<file path="src/rtl/vta_queue_pkg.sv">
// Shared definitions for the VTA load/store queue path.
//   DATA_W      : beat width of the 128-bit synchronous queue
//   CNT_W       : width of the queue occupancy count
//   arb_state_e : enqueue arbiter FSM states
package vta_queue_pkg;

  localparam int DATA_W = 128;
  localparam int CNT_W  = 8;

  typedef enum logic [0:0] {
    IDLE  = 1'b0,
    BURST = 1'b1
  } arb_state_e;

endpackage : vta_queue_pkg

</file>
<file path="src/rtl/queue_enq_arbiter_if.sv">
// Bundle of the producer-side beat handshakes and the queue enqueue port.
//   req_valid/req_ready/req_bits/req_last : NUM_REQ producer channels,
//                                           producer i data at [i*DATA_W +: DATA_W]
//   q_enq_valid/q_enq_ready/q_enq_bits    : single queue enqueue channel
//   q_count                               : queue occupancy
// Modports:
//   slave  : the arbiter's view (consumes producers, drives the queue)
//   master : the surrounding environment (producers plus queue)
interface queue_enq_arbiter_if
  import vta_queue_pkg::*;
#(
  parameter int NUM_REQ = 4,
  parameter int DATA_W  = vta_queue_pkg::DATA_W,
  parameter int CNT_W   = vta_queue_pkg::CNT_W
);

  logic [NUM_REQ-1:0]        req_valid;
  logic [NUM_REQ-1:0]        req_ready;
  logic [NUM_REQ*DATA_W-1:0] req_bits;
  logic [NUM_REQ-1:0]        req_last;
  logic                      q_enq_valid;
  logic                      q_enq_ready;
  logic [DATA_W-1:0]         q_enq_bits;
  logic [CNT_W-1:0]          q_count;

  modport slave (
    input  req_valid, req_bits, req_last, q_enq_ready, q_count,
    output req_ready, q_enq_valid, q_enq_bits
  );

  modport master (
    output req_valid, req_bits, req_last, q_enq_ready, q_count,
    input  req_ready, q_enq_valid, q_enq_bits
  );

endinterface : queue_enq_arbiter_if

</file>
<file path="src/rtl/rr_pick.sv">
// Combinational rotating-priority picker.
//   req_i : request vector
//   ptr_i : highest-priority position this cycle (must be < N)
//   any_o : at least one request is set
//   idx_o : first set request searching ptr_i, ptr_i+1, ... wrapping to 0
module rr_pick #(
  parameter int N     = 4,
  parameter int IDX_W = $clog2(N)
) (
  input  logic [N-1:0]     req_i,
  input  logic [IDX_W-1:0] ptr_i,
  output logic             any_o,
  output logic [IDX_W-1:0] idx_o
);

  // NOTE: every signal written in always_comb gets a default first, so no
  // path through the block can leave it unassigned and infer a latch.
  always_comb begin
    any_o = 1'b0;
    idx_o = '0;
    for (int off = 0; off < N; off++) begin
      int cand;
      cand = int'(ptr_i) + off;
      if (cand >= N) cand = cand - N;
      if (!any_o && req_i[cand]) begin
        any_o = 1'b1;
        idx_o = IDX_W'(cand);
      end
    end
  end

endmodule : rr_pick

</file>
<file path="src/rtl/queue_enq_arbiter.sv">
// Round-robin, burst-locking arbiter in front of the queue enqueue port.
// A granted producer owns the queue until it flags last or has moved
// MAX_BURST beats; new bursts are held off while the queue is at or above
// the high watermark.
//   clock, reset  : clock, asynchronous active-low reset
//   bus           : producer channels and queue enqueue port (slave modport)
//   cfg_high_wm   : no new grant while q_count >= cfg_high_wm (0 = no throttle)
//   grant_id      : current / most recent granted producer
//   busy          : a burst is locked
//   err_overrun   : sticky, producer was force-released at MAX_BURST
//   err_clear     : clears err_overrun (a same-cycle set wins)
module queue_enq_arbiter
  import vta_queue_pkg::*;
#(
  parameter int NUM_REQ   = 4,
  parameter int DATA_W    = vta_queue_pkg::DATA_W,
  parameter int CNT_W     = vta_queue_pkg::CNT_W,
  parameter int MAX_BURST = 16,
  parameter int IDX_W     = $clog2(NUM_REQ)
) (
  input  logic                   clock,
  input  logic                   reset,
  queue_enq_arbiter_if.slave     bus,
  input  logic [CNT_W-1:0]       cfg_high_wm,
  output logic [IDX_W-1:0]       grant_id,
  output logic                   busy,
  output logic [NUM_REQ-1:0]     err_overrun,
  input  logic                   err_clear
);

  localparam int BCNT_W = $clog2(MAX_BURST + 1);

  arb_state_e          state_q, state_d;
  logic [IDX_W-1:0]    rr_ptr_q, rr_ptr_d;
  logic [IDX_W-1:0]    grant_q, grant_d;
  logic [BCNT_W-1:0]   beat_cnt_q, beat_cnt_d;
  logic [NUM_REQ-1:0]  err_q, err_d;

  logic                pick_any;
  logic [IDX_W-1:0]    pick_idx;
  logic                wm_ok;
  logic                beat;
  logic                cnt_hit;

  rr_pick #(.N(NUM_REQ), .IDX_W(IDX_W)) u_rr_pick (
    .req_i (bus.req_valid),
    .ptr_i (rr_ptr_q),
    .any_o (pick_any),
    .idx_o (pick_idx)
  );

  assign wm_ok   = (cfg_high_wm == '0) || (bus.q_count < cfg_high_wm);
  assign beat    = (state_q == BURST) && bus.req_valid[grant_q] && bus.q_enq_ready;
  assign cnt_hit = (beat_cnt_q == BCNT_W'(MAX_BURST - 1));

  always_comb begin
    state_d    = state_q;
    rr_ptr_d   = rr_ptr_q;
    grant_d    = grant_q;
    beat_cnt_d = beat_cnt_q;
    // Clear first so that a force-release below overrides it for its bit.
    err_d      = err_clear ? '0 : err_q;

    unique case (state_q)
      IDLE: begin
        if (pick_any && wm_ok) begin
          state_d    = BURST;
          grant_d    = pick_idx;
          beat_cnt_d = '0;
        end
      end
      BURST: begin
        if (beat) begin
          beat_cnt_d = beat_cnt_q + BCNT_W'(1);
          if (bus.req_last[grant_q] || cnt_hit) begin
            state_d  = IDLE;
            rr_ptr_d = (grant_q == IDX_W'(NUM_REQ - 1)) ? '0 : grant_q + IDX_W'(1);
            if (!bus.req_last[grant_q]) err_d[grant_q] = 1'b1;
          end
        end
      end
      default: state_d = IDLE;
    endcase
  end

  // NOTE: state registers use non-blocking assignments so every flop samples
  // the pre-edge values, independent of process evaluation order.
  always_ff @(posedge clock or negedge reset) begin
    if (!reset) begin
      state_q    <= IDLE;
      rr_ptr_q   <= '0;
      grant_q    <= '0;
      beat_cnt_q <= '0;
      err_q      <= '0;
    end else begin
      state_q    <= state_d;
      rr_ptr_q   <= rr_ptr_d;
      grant_q    <= grant_d;
      beat_cnt_q <= beat_cnt_d;
      err_q      <= err_d;
    end
  end

  // Data and handshakes pass straight through to the granted producer; there
  // is no data register, so reset forces these to zero via state_q alone.
  always_comb begin
    bus.req_ready   = '0;
    bus.q_enq_valid = 1'b0;
    bus.q_enq_bits  = '0;
    if (state_q == BURST) begin
      bus.req_ready[grant_q] = bus.q_enq_ready;
      bus.q_enq_valid        = bus.req_valid[grant_q];
      bus.q_enq_bits         = bus.req_bits[grant_q*DATA_W +: DATA_W];
    end
  end

  assign grant_id    = grant_q;
  assign busy        = (state_q == BURST);
  assign err_overrun = err_q;

endmodule : queue_enq_arbiter

</file>
<file path="src/flat_wrapper.sv">
// flat-port wrapper written by rule: the top's interface ports become plain ports
module queue_enq_arbiter_flat import vta_queue_pkg::*;
#(
  parameter int NUM_REQ   = 4,
  parameter int DATA_W    = vta_queue_pkg::DATA_W,
  parameter int CNT_W     = vta_queue_pkg::CNT_W,
  parameter int MAX_BURST = 16,
  parameter int IDX_W     = $clog2(NUM_REQ)
)
  (clock, reset, cfg_high_wm, grant_id, busy, err_overrun, err_clear, bus_req_valid, bus_req_bits, bus_req_last, bus_q_enq_ready, bus_q_count, bus_req_ready, bus_q_enq_valid, bus_q_enq_bits);
  queue_enq_arbiter_if #(.NUM_REQ(NUM_REQ), .DATA_W(DATA_W), .CNT_W(CNT_W)) bus_i ();
  input  logic clock;
  input  logic reset;
  input  logic [CNT_W-1:0] cfg_high_wm;
  output logic [IDX_W-1:0] grant_id;
  output logic busy;
  output logic [NUM_REQ-1:0] err_overrun;
  input  logic err_clear;
  input wire logic [$bits(bus_i.req_valid)-1:0] bus_req_valid;
  input wire logic [$bits(bus_i.req_bits)-1:0] bus_req_bits;
  input wire logic [$bits(bus_i.req_last)-1:0] bus_req_last;
  input wire logic [$bits(bus_i.q_enq_ready)-1:0] bus_q_enq_ready;
  input wire logic [$bits(bus_i.q_count)-1:0] bus_q_count;
  output wire logic [$bits(bus_i.req_ready)-1:0] bus_req_ready;
  output wire logic [$bits(bus_i.q_enq_valid)-1:0] bus_q_enq_valid;
  output wire logic [$bits(bus_i.q_enq_bits)-1:0] bus_q_enq_bits;
  assign bus_i.req_valid = bus_req_valid;
  assign bus_i.req_bits = bus_req_bits;
  assign bus_i.req_last = bus_req_last;
  assign bus_i.q_enq_ready = bus_q_enq_ready;
  assign bus_i.q_count = bus_q_count;
  assign bus_req_ready = bus_i.req_ready;
  assign bus_q_enq_valid = bus_i.q_enq_valid;
  assign bus_q_enq_bits = bus_i.q_enq_bits;
  queue_enq_arbiter #(.NUM_REQ(NUM_REQ), .DATA_W(DATA_W), .CNT_W(CNT_W), .MAX_BURST(MAX_BURST), .IDX_W(IDX_W)) u_core (.clock(clock), .reset(reset), .bus(bus_i), .cfg_high_wm(cfg_high_wm), .grant_id(grant_id), .busy(busy), .err_overrun(err_overrun), .err_clear(err_clear));
endmodule
</file>
<file path="config.mk">
export PLATFORM = sky130hd
export DESIGN_NAME = queue_enq_arbiter_flat
export DESIGN_NICKNAME = d
export VERILOG_FILES = /design/src/rtl/vta_queue_pkg.sv /design/src/rtl/queue_enq_arbiter_if.sv /design/src/rtl/rr_pick.sv /design/src/rtl/queue_enq_arbiter.sv /design/src/flat_wrapper.sv
export SDC_FILE = /design/constraint.sdc
export NUM_CORES = 1
export LEC_CHECK = 0
export ABC_AREA = 1
export BUFFER_PORTS_ARGS = -buffer_cell sky130_fd_sc_hd__buf_4
export CELL_PAD_IN_SITES_DETAIL_PLACEMENT = 0
export CELL_PAD_IN_SITES_GLOBAL_PLACEMENT = 1
export CORE_AREA = 2 2 268 270
export DETAILED_ROUTE_END_ITERATION = 7
export DIE_AREA = 0 0 270 272
export PLACE_DENSITY_LB_ADDON = 0.1
export SLEW_MARGIN = 10
export SYNTH_ARGS = -nofsm -noshare
export SYNTH_HDL_FRONTEND = slang
export SYNTH_SLANG_ARGS = --single-unit
</file>
<file path="constraint.sdc">
create_clock -name clock -period 2.1 [get_ports clock]
set_clock_uncertainty 0.05 [all_clocks]
set_input_delay 0.315 -clock clock [delete_from_list [all_inputs] [get_ports clock]]
set_output_delay 0.315 -clock clock [all_outputs]
set_load 0.005 [all_outputs]
</file>
# [Word-level counts from Yosys, hierarchy flattened]
# Cells that the tools add are included.
[classes] addsub=9 magnitude_cmp=11 eq_ne=4 shifts=1 muxes=46 n_bitwise=3 n_reduce_logical=16
[op_table] op="$shiftx A512 B10 Y128" n=1
[op_table] op="$lt A32 B4 Y1 const B" n=4
[op_table] op="$mux W128" n=1
[op_table] op="$mux W32" n=4
[op_table] op="$mux W4" n=6
[op_table] op="$mux W1" n=19
[op_table] op="$bmux W1 S2" n=6
[op_table] op="$sub A3 B3 Y4 const B" n=3
[op_table] op="$mux W2" n=5
[op_table] op="$mux W5" n=2
[op_table] op="$pmux W5 S2" n=1
[op_table] op="$ge A3 B3 Y1 const B" n=3
[op_table] op="$logic_not A8 Y1" n=1
[op_table] op="$lt A8 B8 Y1" n=1
[op_table] op="$logic_and A1 B1 Y1" n=7
[op_table] op="$add A2 B2 Y3 const B" n=2
[op_table] op="$add A5 B1 Y5 const B" n=1
[op_table] op="$eq A5 B4 Y1 const B" n=1
[op_table] op="$and A4 B4 Y4" n=1
[op_table] op="$or A4 B4 Y4" n=1
[op_table] op="$reduce_and A2 Y1" n=2
[op_table] op="$sub A2 B3 Y4 const B" n=1
[op_table] op="$add A2 B1 Y3 const B" n=1
[op_table] op="$ge A2 B3 Y1 const B" n=1
[op_table] op="other kinds (12)" n=15
[word_totals] reg_bits=14 elab_cells=95

# [Depth between registers and ports, before layout]
# Gate-level depths: netlist (run 1).
[logic_depth] word_depth=18 depth_mapped=14

# [Modules after synthesis]
# Synthesis (run 1) repeated with hierarchy kept, for this count alone.
[hier_totals] hier_cells=1194 area_unflattened_um2=5642.9
[modules_own_cells] mod="queue_enq_arbiter" instances=1 cells_per_inst=1135 area_each_um2=5323.9 seq_area_each_um2=350.3
[modules_own_cells] mod="rr_pick" instances=1 cells_per_inst=59 area_each_um2=319.1 seq_area_each_um2=0.0

# [Worst setup path before layout (run 1)]
# Ideal clock, no wire load.
[synth_timing] path_type="register to output" from="reg u_core.grant_q[0] (netlist: u_core.grant_id[0])" to="out bus_req_ready[0]" arrival_ns=1.419 required_time_ns=1.735 setup_slack_ns=0.316 path_stages_with_launch=8 path_cell_list="dfrtp_1 > inv_2 > buf_4 > buf_4 > clkbuf_1 > ha_1 > inv_1 > nor2_1"
[synth_via] elab_chain_cells=6 word_cells_on_any_way=7 cone_classes="2 x order compare; 3 x mux; 1 x bitwise; 1 x reduce/logical"
[synth_lines] element="start: declaration" line="queue_enq_arbiter.sv:35" text="logic [IDX_W-1:0] grant_q, grant_d;"
[synth_lines] element="start signal: assignment" line="queue_enq_arbiter.sv:98" text="grant_q <= grant_d;"
[synth_lines] element="$lt A2 B3 Y1 (not written as such) or $ge A2 B1 Y1 (tied branches)" line="queue_enq_arbiter.sv:111" text="bus.req_ready[grant_q] = bus.q_enq_ready;"
[synth_lines] element="$logic_and A1 B1 Y1 (not written as such)" line="queue_enq_arbiter.sv:111"
[synth_lines] element="$mux W1 (not written as such)" line="queue_enq_arbiter.sv:111"
[synth_lines] element="$demux W1 S2 *"
[synth_lines] element="$and A4 B4 Y4 (no source line) *"
[synth_lines] element="$mux W4 *" line="queue_enq_arbiter.sv:110" text="if (state_q == BURST) begin"
[synth_lines] element="end: declaration" line="flat_wrapper.sv:24" text="output wire logic [$bits(bus_i.req_ready)-1:0] bus_req_ready;"
# Every way passes the cells marked *; elsewhere a longest branch is shown, timed or not.

# [Worst setup path in the final report (run 1)]
[layout_timing] from="reg u_core.grant_q[0] (netlist: u_core.grant_id[0])" to="out bus_q_enq_bits[86]"
[layout_via] elab_chain_cells=2
[layout_lines] element="$shiftx A512 B10 Y128" line="queue_enq_arbiter.sv:113" text="bus.q_enq_bits = bus.req_bits[grant_q*DATA_W +: DATA_W];"
[layout_lines] element="$mux W128" line="queue_enq_arbiter.sv:110"
[layout_lines] element="end: declaration" line="flat_wrapper.sv:26" text="output wire logic [$bits(bus_i.q_enq_bits)-1:0] bus_q_enq_bits;"
# Every way passes these cells.

==> flow_summary.yaml, run 1 <==
floorplanning:
  core-area_mm2: 0.0708
  rows: 98
  die_w_um: 270
  start_util_pct: 7.78
  dieArea_mm2: 0.0734
  fp.dieH_um: 272
  boundaryPins: 680
drt:
  drc: 0
  wl_per_cell_um: 20.0
  wl_um: 56200
  vias: 10500
  antenna_left: 0
  drt_pass1_iterations: 7
  routed_via_density: 3.75
  drt_iter0_drc: 486
outcome:
  status: "finished, violations left"
  failed_checks: "negative setup slack"
logic_synthesis:
  ys_seq_elements: 14
  synth-edff-count: 0
  synth_area_leaders: "nor2_1 (36%), o21ai_0 (24%), a21oi_1 (12%)"
  async_reset_ff_share_pct: 100
  yosysSeqAreaShare_pct: 6.37
  netlist_area_mm2: 0.00550
  syn-num-nets: 1728
  synth.distinct_cells: 29
  ys_warn_count: 0
  synth_cells: 1175
  avgSynthCellArea_um2: 4.68
  yosysMostFrequentCell: "nor2_1"
  netlist_top_cells_count: "nor2_1 (522), o21ai_0 (265), a21oi_1 (135)"
  yosys.area.top_type: "nor2_1"
  synth-main-ff-cell: "dfrtp_1"
  synth.top_cell.area_share_pct: 35.6
place:
  placed_cells: 2768
  io_buffers: 679
  pre_cts_ws_ns: -0.0705
  gp_congestion: 0.907
  post-dp-hpwl_um: 43200
critical_path:
  cp_num_buf_inv: 4
  crit_family: "buffers and inverters"
  worstSetupPathType: "register to primary output"
  crit_chain: "buf_12, buf_4, clkbuf_16, nor2_1, nor2_1, o21ai_0, a21oi_1, buf_4"
  r2r_start: "u_core.grant_id[0]"
  arrival_ns: 1.85
  worst-path-max-fanout: 8
  worstPathRequired_ns: 1.74
  crit_path_end_kind: "primary output"
  cpPeakStageDelay_ns: 0.54
  cp-startpoint: "u_core.grant_id[0]"
  setup.worst_path.start_class: "register"
  cp_slowest_cell: "dfrtp_4"
sta:
  setup_viol: 88
  relSlewSlack_pct: 74.8
  hold-worst-slack_ns: 0.311
  fin_crit_sh_pct: 106
  fin_ws_ns: -0.119
  slew_viol_final: 0
  period_minus_slack_ns: 2.22
  fin_tns_setup_ns: -3.74
  clock.fmax_mhz: 451
  rsz0062_at_grt: "true"
  worst_pin_slew_ns: 0.379
  timing.final.hold_violations: 0
clock_network:
  cts.sink_count: 14
  htree_num_levels: 1
  cts_buffer_depth: 2
  cts_tree: "built"
  clk_pin_slew_ns: 0.05
  ctsRootBufferMaster: "clkbuf_16"
  numCtsBuffers: 3
  insertion_delay_ns: 0.25
pwr:
  peakVddDrop_v: 0.000462
  power.density_mw_per_mm2: 1190
  leakage_nw: 6.31
  p_switching_w: 0.00821
  seqPwrFrac_pct: 3.2
  intPower_w: 0.00786
  switching_share_pct: 51.1
  clock_power_share_pct: 2.6
  combinationalPowerShare_pct: 94.2
global_routing:
  grt_max_degree: 53
  gr-usage-all-layers_pct: 13.8
  grt_overflow: 0
  grt_pass1_vias: 10900
  antenna_found_initial: 8
  grt_pass1_wl_um: 75700
worst_hold_path:
  hold_path_class: "primary input to register"
  min_from: "err_clear"
job:
  max-cap-violations: 0
final_layout:
  layout-drive-gt1-share_pct: 47.8
  nNetsFinal: 2413
  area_growth_pct: 145
  nFillCells: 8293
  fin_cells: 2812
final cells by class:
cell class | count | area [um^2] | area share (%)
tap | 950 | 1190 | 8.82
multi-input combinational | 1030 | 4990 | 37.0
inverter | 29 | 136 | 1.01
sequential | 14 | 358 | 2.66
antenna | 3 | 7.51 | 0.0557
timing repair buffer | 782 | 6710 | 49.8
clock buffer | 4 | 88.8 | 0.659
worst register-to-register path, stage by stage (launching register included):
cell and delay [ns]:
dfrtp_4 0.57, buf_6 0.18, buf_16 0.15, a21oi_4 0.14, o21ai_2 0.07, a21oi_2 0.18, nand2_2 0.11, buf_4 0.17
inv_1 0.09, nand3b_1 0.08, nand2_1 0.07
flip-flops by register name (all words and copies together), names as in the netlist:
register / flops
u_core.beat_cnt_q: 5
u_core.busy: 1
u_core.err_overrun: 4
u_core.grant_id: 2
u_core.rr_ptr_q: 2
what timing repair did:
action,in CTS,in global routing
endpoints found under the setup margin,120,140
pin swaps,42,42
cloned,10,10
buffers inserted,12,8
hold endpoints to repair,14,0
hold buffers,1,0
resized for setup,108,125
cell usage in the layout, fill, tap and decap left out, types with 2 or more instances in the layout:
cell type / instances
ha_1: 13
nand3b_1: 2
nor2_4: 32
dfrtp_1: 12
o21ai_0: 184
buf_4: 718
nand2_1: 58
nand3_2: 2
nor2_1: 455
nor2_2: 37
o21ai_1: 77
inv_1: 23
nand2_2: 3
clkbuf_16: 12
buf_6: 9
dfrtp_4: 2
a21oi_2: 10
diode_2: 3
buf_12: 30
nand3_1: 13
buf_8: 3
nor4_1: 2
buf_16: 11
o21ai_2: 10
a21oi_1: 125
inv_2: 3
power groups by stage:
stage               registers [W]  clock network [W]  logic, W
floorplan                0.000414                  0   0.00587
finish                   0.000514           0.000417    0.0151
detailed placement       0.000503                  0    0.0130
CTS                      0.000508           0.000427    0.0145
global route             0.000531           0.000437    0.0166
global placement         0.000501                  0    0.0132
routing by layer:
layer,vias up,GRT usage (%),part of all wire (%)
li1,5236,-,-
met1,4830,15.0,38
met2,440,26.9,53
met3,31,4.04,7.7
met4,10,1.56,1.1
met5,-,0,0.12
path summary, 6_finish.rpt:
| check | depth (start not counted) | slack (ns) | end |
|---|---|---|---|
| max | 8 | -0.12 | bus_q_enq_bits[86] |
| min | 4 | 0.31 | u_core.err_overrun[3] |
| max reg2reg | 10 | 0.16 | u_core.beat_cnt_q[4] |
| min reg2reg | 2 | 0.45 | u_core.beat_cnt_q[4] |
| max in group asynchronous | 2 | 1.36 | u_core.grant_id[1] |
| min in group asynchronous | 2 | 0.42 | u_core.rr_ptr_q[0] |
cell families after synthesis:
kind of cell,after synthesis,synth area share (%)
and+or+nand+nor,606,42.5
AOI/OAI and AO/OA,410,37.6
buffers and inverters,131,10.4
DFF,14,6.37
adders and majority gates,13,2.96
xor gates and xnor gates,1,0.159
stage by stage:
| stage | power, W | util, % | instance area [um^2] |
|---|---|---|---|
| floorplan | 0.00629 | - | 5500 |
| detailed placement | 0.0135 | 17.2 | 12200 |
| global route | 0.0175 | 19.0 | 13500 |
| CTS | 0.0155 | 18.3 | 13000 |
| global placement | 0.0137 | 17.2 | 12200 |
| finish | 0.0161 | 19.0 | 13500 |
Note: power is estimated with default switching activity, not from simulation.
==> run 2: changes to the inputs <==
Settings changed: ABC_CLOCK_PERIOD_IN_PS set to 2100, RECOVER_POWER set to 25.
==> run 2 against run 1 <==
  * The flow still finishes with violations (negative setup slack)
  * Power hardly changed
  * Die area stayed put
  * Sequential share of layout area hardly changed
  * Largest cell class unchanged
  * Utilization hardly changed
  * Combinational power hardly changed
  * Setup slack stayed put
  * Fmax stayed put
  * Final cell count stayed put
  * Design area hardly changed
==> flow_summary.yaml, run 2 (synthesis results as in run 1) <==
outcome:
  status: "finished, violations left"
  failed_checks: "negative setup slack"
pwr:
  p_total_w: 0.0161
  leakage_nw: 6.31
  peakVddDrop_v: 0.000462
  power.density_mw_per_mm2: 1190
global_routing:
  gr-usage-all-layers_pct: 13.8
  antenna_found_initial: 8
  grt_pass1_vias: 10900
  grt_pass1_wl_um: 75700
  grt_max_degree: 53
  grt_overflow: 0
floorplanning:
  start_util_pct: 7.78
  rows: 98
  dieArea_mm2: 0.0734
  fp.dieH_um: 272
  core-area_mm2: 0.0708
  die_w_um: 270
  boundaryPins: 680
place:
  post-dp-hpwl_um: 43200
  pre_cts_ws_ns: -0.0705
  gp_congestion: 0.907
  io_buffers: 679
  placed_cells: 2768
sta:
  relSlewSlack_pct: 35.8
  timing.final.hold_violations: 0
  fin_crit_sh_pct: 106
  setup_viol: 89
  rsz0062_at_grt: "true"
  clock.fmax_mhz: 451
  worst_pin_slew_ns: 0.962
  slew_viol_final: 0
  period_minus_slack_ns: 2.22
  fin_ws_ns: -0.119
final_layout:
  multi_input_comb_area_mm2: 0.00499
  layout-drive-gt1-share_pct: 47.8
  largest_register_ffs: 5
  nFillCells: 8295
  register_area_um2: 358
  nNetsFinal: 2413
  fin_util_pct: 19.0
  final_cell_mix: "buf_4 (717), nor2_1 (455), o21ai_0 (184), a21oi_1 (125), o21ai_1 (77)"
  area_growth_pct: 145
  largest_register: "u_core.beat_cnt_q"
  layout_commonest_cell: "buf_4"
  fin_cells: 2812
clock_network:
  numCtsBuffers: 3
  clk_pin_slew_ns: 0.05
  cts_tree: "built"
  cts.sink_count: 14
  cts_buffer_depth: 2
  insertion_delay_ns: 0.25
  ctsRootBufferMaster: "clkbuf_16"
  htree_num_levels: 1
critical_path:
  cp-startpoint: "u_core.grant_id[0]"
  crit_family: "buffers and inverters"
  worst_r2r_endpoint: "u_core.beat_cnt_q[4]"
  r2r_start: "u_core.grant_id[0]"
  cp_slowest_cell: "dfrtp_4"
  worst-path-max-fanout: 8
  worstSetupPathType: "register to primary output"
  setup.worst_path.start_class: "register"
  reg2reg_setup_slack_ns: 0.16
  r2r_cells: 10
  worstPathRequired_ns: 1.74
  arrival_ns: 1.85
  cp.depth: 8
  cpPeakStageDelay_ns: 0.54
  crit_path_end_kind: "primary output"
  worstSetupEndpoint: "bus_q_enq_bits[86]"
  cp_num_buf_inv: 4
  crit_chain: "buf_12, buf_4, clkbuf_16, nor2_1, nor2_1, o21ai_0, a21oi_1, buf_4"
drt:
  drt_pass1_iterations: 5
  wl_per_cell_um: 20.0
  drt_iter0_drc: 486
  routed_via_density: 3.75
  drc: 0
  antenna_left: 0
  wl_um: 56200
  vias: 10600
job:
  max-cap-violations: 0
worst_hold_path:
  holdPathStages: 4
  hold_path_class: "primary input to register"
[run 2: cell count changes in the layout (fill, tap and decap cells not counted)]
cell,change
clkbuf_1,+1
buf_4,-1
[run 2: per-stage QoR]
step                      hold slack, ns  instance area [um^2]  TNS (ns)
after floorplan                  -0.0306                  5500         0
after global placement             0.151                 12200    -0.114
after detailed placement           0.149                 12200   -0.0986
after CTS                          0.311                 13000     -8.46
after global routing               0.350                 13500    -14.84
final                              0.311                 13500     -3.74
[run 2: worst min path at each step]
stage                         start               endpoint  slack [ns]
after global routing      err_clear  u_core.err_overrun[1]        0.35
after global placement        reset  u_core.err_overrun[2]        0.15
final                     err_clear  u_core.err_overrun[3]        0.31
after floorplan               reset   u_core.beat_cnt_q[0]       -0.03
after detailed placement      reset  u_core.err_overrun[2]        0.15
after CTS                 err_clear  u_core.err_overrun[3]        0.31
[run 2: final cells by class]
class,count,share of cell area (%)
diodes,3,0.0557
clock buffers,4,0.659
multi-input cells,1030,37.0
flip-flops and latches,14,2.66
well taps,950,8.82
inverters,29,1.01
repair buffers,782,49.8
[run 2: where the power goes]
group	internal, W	switching, W	leakage [nW]
registers	0.000351	0.000162	0.182
logic	0.00722	0.00792	6.08
clock network	0.000290	0.000128	0.0442
[run 2: layer usage]
metal | vias to the layer above | GRT usage [%] | wire length (um)
li1 | 5236 | - | -
met2 | 444 | 26.9 | 29600
met4 | 10 | 1.56 | 647
met3 | 33 | 4.04 | 4300
met1 | 4834 | 15.0 | 21600
met5 | - | 0 | 70
[run 2: what timing repair did]
action,CTS,global route
cloned,10,10
hold buffers,1,0
pin swaps,42,42
buffers inserted,12,8
endpoints found under the hold margin,14,0
resized for setup,108,125
endpoints found under the setup margin,120,140
[run 2: tightest hold or removal path, stage by stage]
cell and delay (ns):
buf_4 0.08, inv_1 0.06, nand2_1 0.06, o21ai_1 0.05
